<file path="src/rtl/rom_stream_reader.sv">
// Sweeps a contiguous ROM address window and streams each word out on a valid/ready
// port, keeping an XOR checksum of the words that were accepted.
//
// state | meaning
// IDLE  | waiting for start; start with length 0 goes straight to DONE
// RUN   | issuing reads and draining the output FIFO
// DONE  | one-cycle done pulse, then back to IDLE
module rom_stream_reader #(
   parameter int ADDR_WIDTH = 10,
   parameter int DATA_WIDTH = 64,
   parameter int RD_LATENCY = 2
) (
   input  logic                  clk,
   input  logic                  rst_n,
   input  logic                  start,
   input  logic [ADDR_WIDTH-1:0] base_addr,
   input  logic [ADDR_WIDTH:0]   length,
   output logic                  busy,
   output logic                  done,
   output logic [DATA_WIDTH-1:0] checksum,
   output logic [ADDR_WIDTH-1:0] rom_addr,
   input  logic [DATA_WIDTH-1:0] rom_rd_data,
   output logic                  m_valid,
   output logic [DATA_WIDTH-1:0] m_data,
   output logic                  m_last,
   input  logic                  m_ready
);

   localparam int CW = ADDR_WIDTH + 1;

   typedef enum logic [1:0] {IDLE, RUN, DONE} state_t;

   state_t                  state;
   logic [CW-1:0]           len_q;
   logic [CW-1:0]           issued;
   logic [CW-1:0]           beat_cnt;
   logic [RD_LATENCY-1:0]   inflight;
   logic [DATA_WIDTH-1:0]   fifo_mem [4];
   logic [1:0]              wr_ptr;
   logic [1:0]              rd_ptr;
   logic [2:0]              fifo_cnt;
   logic [2:0]              outstanding;
   logic                    issue;
   logic                    push;
   logic                    pop;

   // Credits cover reads in flight plus words already queued, so the FIFO cannot overflow.
   always_comb begin
      outstanding = fifo_cnt;
      for (int i = 0; i < RD_LATENCY; i++) begin
         outstanding = outstanding + 3'(inflight[i]);
      end
   end

   assign issue   = (state == RUN) && (issued < len_q) && (outstanding < 3'd4);
   assign push    = inflight[RD_LATENCY-1];
   assign m_valid = (fifo_cnt != 3'd0);
   assign pop     = m_valid && m_ready;
   assign m_last  = m_valid && (beat_cnt == len_q - CW'(1));
   assign m_data  = m_valid ? fifo_mem[rd_ptr] : '0;

   always_ff @(posedge clk) begin
      if (push) begin
         fifo_mem[wr_ptr] <= rom_rd_data;
      end
   end

   always_ff @(posedge clk or negedge rst_n) begin
      if (!rst_n) begin
         state    <= IDLE;
         busy     <= 1'b0;
         done     <= 1'b0;
         len_q    <= '0;
         issued   <= '0;
         beat_cnt <= '0;
         checksum <= '0;
         rom_addr <= '0;
         inflight <= '0;
         wr_ptr   <= '0;
         rd_ptr   <= '0;
         fifo_cnt <= '0;
      end else begin
         inflight[0] <= issue;
         for (int i = 1; i < RD_LATENCY; i++) begin
            inflight[i] <= inflight[i-1];
         end

         if (push) wr_ptr <= wr_ptr + 2'd1;
         if (pop)  rd_ptr <= rd_ptr + 2'd1;
         fifo_cnt <= fifo_cnt + 3'(push) - 3'(pop);

         // rom_addr always holds base + issued, so the ROM samples the issue address.
         if (issue) begin
            issued   <= issued + CW'(1);
            rom_addr <= rom_addr + ADDR_WIDTH'(1);
         end

         if (pop) begin
            beat_cnt <= beat_cnt + CW'(1);
            checksum <= checksum ^ m_data;
         end

         case (state)
            IDLE: begin
               if (start) begin
                  len_q    <= length;
                  issued   <= '0;
                  beat_cnt <= '0;
                  checksum <= '0;
                  rom_addr <= base_addr;
                  if (length == '0) begin
                     state <= DONE;
                     done  <= 1'b1;
                  end else begin
                     state <= RUN;
                     busy  <= 1'b1;
                  end
               end
            end
            RUN: begin
               if (pop && m_last) begin
                  state <= DONE;
                  busy  <= 1'b0;
                  done  <= 1'b1;
               end
            end
            DONE: begin
               state <= IDLE;
               done  <= 1'b0;
            end
            default: begin
               state <= IDLE;
               busy  <= 1'b0;
               done  <= 1'b0;
            end
         endcase
      end
   end

endmodule

</file>
<file path="config.mk">
export PLATFORM = sky130hd
export DESIGN_NAME = rom_stream_reader
export DESIGN_NICKNAME = d
export VERILOG_FILES = /design/src/rtl/rom_stream_reader.sv
export SDC_FILE = /design/constraint.sdc
export NUM_CORES = 1
export LEC_CHECK = 0
export ABC_AREA = 1
export BUFFER_PORTS_ARGS = -buffer_cell sky130_fd_sc_hd__buf_2
export CAP_MARGIN = 40
export CORE_MARGIN = 1.5
export CORE_UTILIZATION = 55
export DETAILED_ROUTE_END_ITERATION = 10
export PLACE_DENSITY_LB_ADDON = 0.25
export SYNTH_ARGS = -nofsm -noshare
export SYNTH_HDL_FRONTEND = slang
export SYNTH_SLANG_ARGS = --single-unit
export TNS_END_PERCENT = 30
</file>
<file path="constraint.sdc">
create_clock -name clk -period 5.7 [get_ports clk]
set_input_delay 0.57 -clock clk [delete_from_list [all_inputs] [get_ports clk]]
set_output_delay 0.57 -clock clk [all_outputs]
set_load 0.02 [all_outputs]
</file>
==> results.cfg, run 1 <==
[logic_synthesis]
syn_inst = 1523
synth_edf_count = 256
ys_dominant_reg_cell = edfxtp_1
yosysWarnings = 0
syn-num-nets = 1634
syn_area_per_cell_um2 = 11.0
synthArstFlopShare = 0.319
synth.cell_area_um2 = 16700
synth_top_cell_by_area = edfxtp_1
synth_seq_cells = 376
synth.most_common_cell = nor2_1
seq_area_frac_synth = 0.639
synth_cell_types = 41
synth.area.top_cells = edfxtp_1 (46%), dfrtp_1 (18%), nor2_1 (6.8%), nand2_1 (3.4%), a21oi_1 (3.4%)
synth_common_cells = nor2_1 (303), edfxtp_1 (256), nand2_1 (153), dfrtp_1 (120), a21oi_1 (114)
synth_top_area_frac = 0.459

[clock_tree]
cts_tree = yes
cts.hold.buffers_added = 0
h-tree-depth = 2
cts_buffers = 40
clock_latency_ps = 530
clock_sinks = 376
cts_root_buf = clkbuf_16
postCtsResizedCells = 0
clockBufferDepth = 3
clk_pin_slew_worst_paths_ps = 60
post_cts_buffers = 0

[drt]
wl_met2_um = 18300
drt_wl_total_um = 37900
drt_iter0_drc = 865
wl_per_cell_um = 17.5
wl_met1_um = 16300
routed_via_density = 5.45
wl_met3_um = 2470
drc = 0
num_vias = 11758
top_layer = met5
ant_nets = 0
dr.pass1.iters = 5

[power]
seq_power_share = 0.347
p_clk_frac = 0.211
combPwrFrac = 0.442
peakVddDrop_mv = 0.473
switching_power_w = 0.00490
power_w = 0.0115
powerDensity_nw_per_um2 = 596
p_int_w = 0.00664
power.leakage_nw = 7.84
switching_share = 0.424

[cells_and_area]
fill_cells = 2279
nNetsFinal = 1846
finalInstanceArea_um2 = 19400
drive_above_1_share = 0.227
finalNonFillerCells = 2159
multi_input_area_um2 = 5200
syn2layout_area_growth_pct = 15.7
seq_area_um2 = 10700

[worst_setup_path]
cp-end-kind = output port
worstPathRequired_ps = 5130
crit_type = flip-flop to output port
r2r_start = rd_ptr[0]
ff2ff_path_depth = 6
r2r-end = checksum[58]
rrSetupSlack_ps = 2720
crit_fanout = 60
arrival_ps = 3360
crit_path_start_kind = flip-flop

[grt]
grt_pass1_wl_um = 59700
antenna_found_initial = 7
grt_pass1_vias = 11557
grt-ovfl-total = 0
grtUsageTotal = 0.243
grt_max_degree = 75

[sta]
finalCriticalPeriod_ps = 3930
max_freq_mhz = 254
skew_ps = 17.5
setup_viol = 0
fin_tns_setup_ps = 0
finalMaxSlewViolations = 0
tightest_slew_ps = 853
timing.hold.ws_ps = 97.5
hold_viol_final = 0
max_slew_margin = 0.432
fin_crit_sh = 0.690
rsz0062_at_grt = no

[place]
place_hpwl_um = 23900
place_inst = 2083
gp_congestion = 0.839
placed_area_um2 = 18100
portBuffers = 230

[floorplanning]
die_x_um = 177
core.rowCount = 63
die_y_um = 177
io_pins = 231
initial_core_util = 0.562
core_um2 = 29800
dieArea_um2 = 31500

[min_path]
hold_path.class = input pin to async pin

[flow_run]
max_cap_viol_count = 0

[status]
status = finished, final reports clean
## cell type report
cell class / instances / area share
inverters: 105 / 0.0209
repair buffers: 244 / 0.0683
clock buffers: 48 / 0.0549
flip-flops and latches: 376 / 0.552
clock inverters: 25 / 0.00943
multi-input cells: 968 / 0.269
well taps: 390 / 0.0252
diodes: 3 / 0.000388
## worst max path at each step
stage	startpoint	endpoint	slack (ps)
6_report	rd_ptr[0]	m_data[58]	1770
5_1_grt	rd_ptr[0]	m_data[39]	1560
4_1_cts	rd_ptr[0]	m_data[58]	1770
3_5_place_dp	rd_ptr[0]	m_data[58]	2340
3_3_place_gp	rd_ptr[0]	m_data[36]	2420
2_1_floorplan	len_q[0]	m_last	3300
## kinds of logic after synthesis
logic type,share of synthesized area
AND/OR/NAND/NOR,0.141
flip-flops,0.639
AO/OA/AOI/OAI,0.114
buffers and inverters,0.0508
XOR/XNOR,0.0387
adder cells (fa/ha/maj),0.0169
## stage by stage
stage | util | setup WS [ps]
after floorplan | - | 3300
after global placement | 0.605 | 2420
after detailed placement | 0.608 | 2340
after CTS | 0.650 | 1770
after global routing | 0.650 | 1560
final | 0.650 | 1770
## critical path, cell delays in order (launching register included)
cell,delay [ps]
dfrtp_4,690
clkinv_2,770
buf_4,590
o21ai_0,420
a21oi_1,140
buf_2,180
## metal layers
layer / vias up / GRT usage
met2: 374 / 0.411
met4: 8 / 0.0676
li1: 5613 / -
met5: - / 0
met1: 5696 / 0.322
met3: 67 / 0.0454
## power groups by stage
| stage | registers (W) | logic, W | clock network [W] |
|---|---|---|---|
| after floorplan | 0.00425 | 0.00345 | 0 |
| after global placement | 0.00403 | 0.00495 | 0 |
| after detailed placement | 0.00405 | 0.00511 | 0 |
| after CTS | 0.00400 | 0.00513 | 0.00248 |
| after global routing | 0.00407 | 0.00564 | 0.00259 |
| final | 0.00400 | 0.00510 | 0.00244 |
## flip-flops by register name, indices dropped and copies added, names as in the netlist
signal / cells
len_q: 11
fifo_cnt: 3
checksum: 64
beat_cnt: 11
wr_ptr: 2
rd_ptr: 2
done: 1
fifo_mem: 256
busy: 1
state: 2
issued: 11
rom_addr: 10
inflight: 2
## cells in the final DEF, fill, tap and decap left out, types with 10 or more instances in the layout
cell	instances
a21oi_1	114
a21oi_2	48
a221oi_2	16
and3_1	16
buf_2	229
buf_4	10
clkbuf_16	41
clkinv_2	17
dfrtp_1	118
edfxtp_1	256
ha_1	21
inv_1	93
nand2_1	153
nand3_1	29
nor2_1	302
nor3_1	24
o21ai_0	75
o21ai_1	51
xnor2_1	62
xor2_1	12
Note: power is estimated with default switching activity, not from simulation.
==> run 2, diff against run 1 <==
- clock period: 5.7 -> 3.8 ns (I/O delays scaled with it)
==> run 2 against run 1 <==
Effect of this change: utilization increased by 0.34 points; via count decreased by 0.59%; cell count increased by 0.28%; power increased by 51%; worst setup slack got worse by 1200 ps; sequential share of layout area decreased by 0.28 points; combinational power increased by 48%; first-iteration DRC count decreased by 5.0%; clock power increased by 54%.
==> results.cfg, run 2 (synthesis results as in run 1) <==
[status]
status = finished, final reports clean

[clock_tree]
clock_latency_ps = 540
post_cts_buffers = 0
cts_tree = yes
h-tree-depth = 2
cts_buffers = 40
clock_sinks = 376
clockBufferDepth = 3
cts_root_buf = clkbuf_16
clk_pin_slew_worst_paths_ps = 60

[place]
portBuffers = 230
place_inst = 2089
gp_congestion = 0.881
place_hpwl_um = 24000

[worst_setup_path]
crit_type = flip-flop to output port
crit_path_start_kind = flip-flop
worst-path-buf-inv = 3
cp-end-kind = output port
worstPathRequired_ps = 3420
critPathSlowestCell = dfrtp_4
arrival_ps = 2830
crit_fanout = 90
critical-path-max-stage-delay_ps = 950
timing.critical_path.cells = clkinv_2 > buf_12 > o21ai_0 > a21oi_1 > buf_2
rrSetupSlack_ps = 1330
cp_top_family = flip-flops

[flow_run]
max_cap_viol_count = 0

[drt]
num_vias = 11689
drt_wl_total_um = 37900
dr.pass1.iters = 5
wl_per_cell_um = 17.5
ant_nets = 0
drt_iter0_drc = 822
routed_via_density = 5.40
drc = 0

[floorplanning]
core.rowCount = 63
io_pins = 231
core_um2 = 29800
dieArea_um2 = 31500
die_x_um = 177
die_y_um = 177
initial_core_util = 0.562

[grt]
antenna_found_initial = 7
grt_pass1_wl_um = 59800
grt-ovfl-total = 0
grtUsageTotal = 0.242
grt_pass1_vias = 11491
grt_max_degree = 91

[sta]
tightest_slew_ps = 878
rsz0062_at_grt = no
finalMaxSlewViolations = 0
timing.hold.ws_ps = 63.2
max_slew_margin = 0.415
hold_viol_final = 0
skew_ps = 21.7
max_freq_mhz = 312
finalCriticalPeriod_ps = 3210
fin_crit_sh = 0.844
fin_tns_setup_ps = 0
setup_viol = 0

[cells_and_area]
nNetsFinal = 1853
finalNonFillerCells = 2165
regMostFlops = fifo_mem
final_common_cell = nor2_1
final_cell_mix = nor2_1 (302), edfxtp_1 (256), buf_2 (229)
syn2layout_area_growth_pct = 16.3
top_regs = fifo_mem (256), checksum (64)
fill_cells = 2318
drive_above_1_share = 0.227
largest_register_ffs = 256

[power]
powerDensity_nw_per_um2 = 894
peakVddDrop_mv = 0.494
power.leakage_nw = 7.89

[min_path]
hold_path.class = input pin to flip-flop
run 2: final timing paths:
| path | from | to | cells past startpoint |
|---|---|---|---|
| max in group asynchronous | rst_n | checksum[27] | 4 |
| worst min-delay path | rom_rd_data[18] | fifo_mem[3][18] | 1 |
| min in group asynchronous | rst_n | checksum[12] | 2 |
| worst max register to register | rd_ptr[1] | checksum[2] | 6 |
| worst min register to register | inflight[0] | inflight[1] | 0 |
| worst max-delay path | rd_ptr[0] | m_data[37] | 5 |
run 2: layer usage:
metal,share of wire,vias up,track usage
met5,0.0016,-,0
met4,0.019,10,0.0620
met3,0.058,59,0.0420
met2,0.48,352,0.398
met1,0.44,5652,0.334
li1,-,5616,-
run 2: what timing repair did:
| item | CTS | global route |
|---|---|---|
| hold endpoints to repair | 17 | 0 |
| gates resized for setup | 0 | 0 |
| hold buffers | 1 | 0 |
run 2: cell type report:
type | instances | area (µm²) | area share
clock buffer | 48 | 1030 | 0.0530
clock inverter | 25 | 231 | 0.0119
tap | 390 | 488 | 0.0251
inverter | 105 | 405 | 0.0208
timing repair buffer | 251 | 1410 | 0.0723
antenna | 2 | 5.00 | 0.000257
sequential | 376 | 10700 | 0.549
multi-input combinational | 968 | 5200 | 0.267
run 2: stage by stage:
stage,worst slack [ps],power (W),area [µm²],utilization
CTS,592,0.0175,19500,0.653
global route,438,0.0185,19500,0.653
global placement,1230,0.0135,18100,0.608
floorplan,1470,0.0116,16700,-
detailed placement,1170,0.0137,18200,0.610
finish,592,0.0174,19500,0.653
run 2: report_power, final:
part	switching (W)	internal (W)	leakage (nW)
clock network	0.00159	0.00216	0.613
registers	0.000748	0.00535	3.82
logic	0.00501	0.00255	3.45
==> run 3, diff against run 2 <==
- ABC_AREA: 1 -> 0
- CORE_UTILIZATION: 55 -> 52
- clock period: 3.8 -> 2.7 ns (I/O delays scaled with it)
==> run 3 against run 2 <==
Effect of this change: the run now ends with negative setup slack left; count of clock-buffer cells in the layout is the same; final area grew 2.3%; worst setup slack lost 610 ps; via count shrank 17%; cell count shrank 17%; critical path depth grew 5; power grew 42%; area after synthesis shrank 5.2%; largest power group unchanged.
==> results.cfg, run 3 <==
[status]
status = complete, but fails checks
violations = negative setup slack

[grt]
grt_pass1_wl_um = 54300
grt-ovfl-total = 0
grt_util_met2 = 0.387
met3_usage = 0.0416
top_usage_layer = met2
grt_pass1_vias = 9965
antenna_found_initial = 1
grt_max_degree = 67
grt_use_met1 = 0.294
grtUsageTotal = 0.226

[floorplanning]
initial_core_util = 0.532
die_x_um = 178
die_y_um = 178
dieArea_um2 = 31600
core.rowCount = 63
core_um2 = 29800
io_pins = 231

[sta]
finalMaxSlewViolations = 0
setup_viol = 1
fin_tns_setup_ps = -14.7
rsz0062_at_grt = yes
hold_viol_final = 0
finalCriticalPeriod_ps = 2710
skew_ps = 15.9
setup_ws_ps = -14.7
tightest_slew_ps = 757
max_slew_margin = 0.495
max_freq_mhz = 368
fin_crit_sh = 1.01

[worst_setup_path]
path_common_cell = a21oi_2
cp-end-kind = output port
crit_type = flip-flop to output port
ff2ff_path_depth = 7
worstPathRequired_ps = 2430
crit_path_start_kind = flip-flop
r2r-end = issued[8]
timing.critical_path.cells = inv_2 > ha_4 > nor4b_4 > buf_4 > a21oi_2 > a211o_1 > a31oi_2 > a21oi_2 > and3_4 > buf_6
critical-path-max-stage-delay_ps = 410
crit_fanout = 4
rrSetupSlack_ps = 180
r2r_start = len_q[6]
critPathSlowestCell = dfrtp_1
arrival_ps = 2440

[logic_synthesis]
ys_dominant_reg_cell = edfxtp_1
synth_top_area_frac = 0.485
synth_common_cells = edfxtp_1 (256), dfrtp_1 (120), nand2_1 (102), nor2_1 (84), xor2_1 (74)
synth.area.top_cells = edfxtp_1 (48%), dfrtp_1 (19%), mux4_2 (9.1%), xor2_1 (4.1%), and2_1 (2.7%)
synth_seq_cells = 376
synth_cell_types = 54
synth.cell_area_um2 = 15900
synth_top_cell_by_area = edfxtp_1
synth.most_common_cell = edfxtp_1
syn_area_per_cell_um2 = 15.3
syn_inst = 1039
synthArstFlopShare = 0.319
yosysWarnings = 0
syn-num-nets = 1150
synth_edf_count = 256
seq_area_frac_synth = 0.674

[clock_tree]
cts_buffers = 39
cts_tree = yes
cts_root_buf = clkbuf_16
clk_pin_slew_worst_paths_ps = 60
clock_sinks = 376
h-tree-depth = 2
clock_latency_ps = 530
clockBufferDepth = 3

[cells_and_area]
largest_register_ffs = 256
final_common_cell = edfxtp_1
fill_cells = 2083
drive_above_1_share = 0.313
syn2layout_area_growth_pct = 25.5
final_cell_mix = edfxtp_1 (256), buf_2 (228), dfrtp_1 (118)
finalInstanceArea_um2 = 19900
nNetsFinal = 1492
top_regs = fifo_mem (256), checksum (64)
seq_area_um2 = 10700
multi_input_area_um2 = 4930
finalNonFillerCells = 1803
regMostFlops = fifo_mem

[power]
power_w = 0.0248
powerDensity_nw_per_um2 = 1240
power.leakage_nw = 7.78
peakVddDrop_mv = 0.865

[place]
place_hpwl_um = 22200
placed_area_um2 = 17600
gp_congestion = 0.853
portBuffers = 230
place_inst = 1639

[drt]
ant_nets = 0
dr.pass1.iters = 7
drc = 0
routed_via_density = 5.38
drt_iter0_drc = 668
num_vias = 9700
wl_per_cell_um = 19.5
drt_wl_total_um = 35200

[min_path]
hold_path.class = input pin to flip-flop
min_to = len_q[3]
hp-start = length[3]
hold_depth = 3

[flow_run]
max_cap_viol_count = 0
## run 3: kinds of logic (layout without fill, tap and decap cells)
family          Yosys count  in the layout  synth area share
buf+inv                  78            451            0.0223
flops                   376            376             0.674
xor+xnor                 97             97            0.0536
simple gates            314            314            0.0952
compound gates           82             82            0.0425
other cells               0              1                 0
mux                      70             70            0.0947
fa+ha+maj                22             22            0.0178
## run 3: final cells by class
| class | instances | share of cell area |
|---|---|---|
| Clock buffer | 48 | 0.0528 |
| Inverter | 29 | 0.00547 |
| Antenna cell | 1 | 0.000126 |
| Tap cell | 390 | 0.0245 |
| Clock inverter | 24 | 0.0121 |
| Timing Repair Buffer | 350 | 0.120 |
| Sequential cell | 376 | 0.537 |
| Multi-Input combinational cell | 585 | 0.247 |
## run 3: metal layers
layer,wire [µm],vias to the layer above
li1,-,4468
met2,17400,285
met5,0,-
met1,15000,4888
met3,1860,59
met4,900,0
## run 3: stage by stage
step                      hold slack, ps  worst slack [ps]   util
after CTS                           1.09             -26.7  0.665
after global routing                6.18              -163  0.668
after floorplan                    -25.6               101      -
after global placement               295               251  0.592
final                               19.4             -14.7  0.668
after detailed placement             304               187  0.592
## run 3: how the worst max path moves through the flow
stage                            from          end  cells after the start
after global placement    fifo_cnt[1]     state[0]                      7
final                        len_q[1]       m_last                     10
after global routing         len_q[1]       m_last                     10
after CTS                    len_q[1]       m_last                     10
after detailed placement  fifo_cnt[1]     state[0]                      7
after floorplan           fifo_cnt[1]  fifo_cnt[2]                     11
## run 3: report_power, final
| part | switching (W) | leakage [nW] | internal, W |
|---|---|---|---|
| logic | 0.00604 | 3.37 | 0.00419 |
| registers | 0.00106 | 3.77 | 0.00814 |
| clock network | 0.00219 | 0.638 | 0.00317 |
| total | 0.00929 | 7.78 | 0.0155 |
## run 3: worst max-delay path: cells and delay by family (launching register included)
| family | cells | cell delay [ps] |
|---|---|---|
| buffers and inverters | 3 | 380 |
| adders and majority gates | 1 | 150 |
| AOI/OAI and AO/OA | 4 | 560 |
| DFF | 1 | 410 |
| and+or+nand+nor | 2 | 400 |
## run 3: timing repair
action,4_1_cts,5_1_grt
cloned,0,0
hold buffers,79,0
pin swaps,0,4
endpoints found under the hold margin,327,0
buffers inserted,7,5
setup endpoints to repair,9,1
resized for setup,8,14
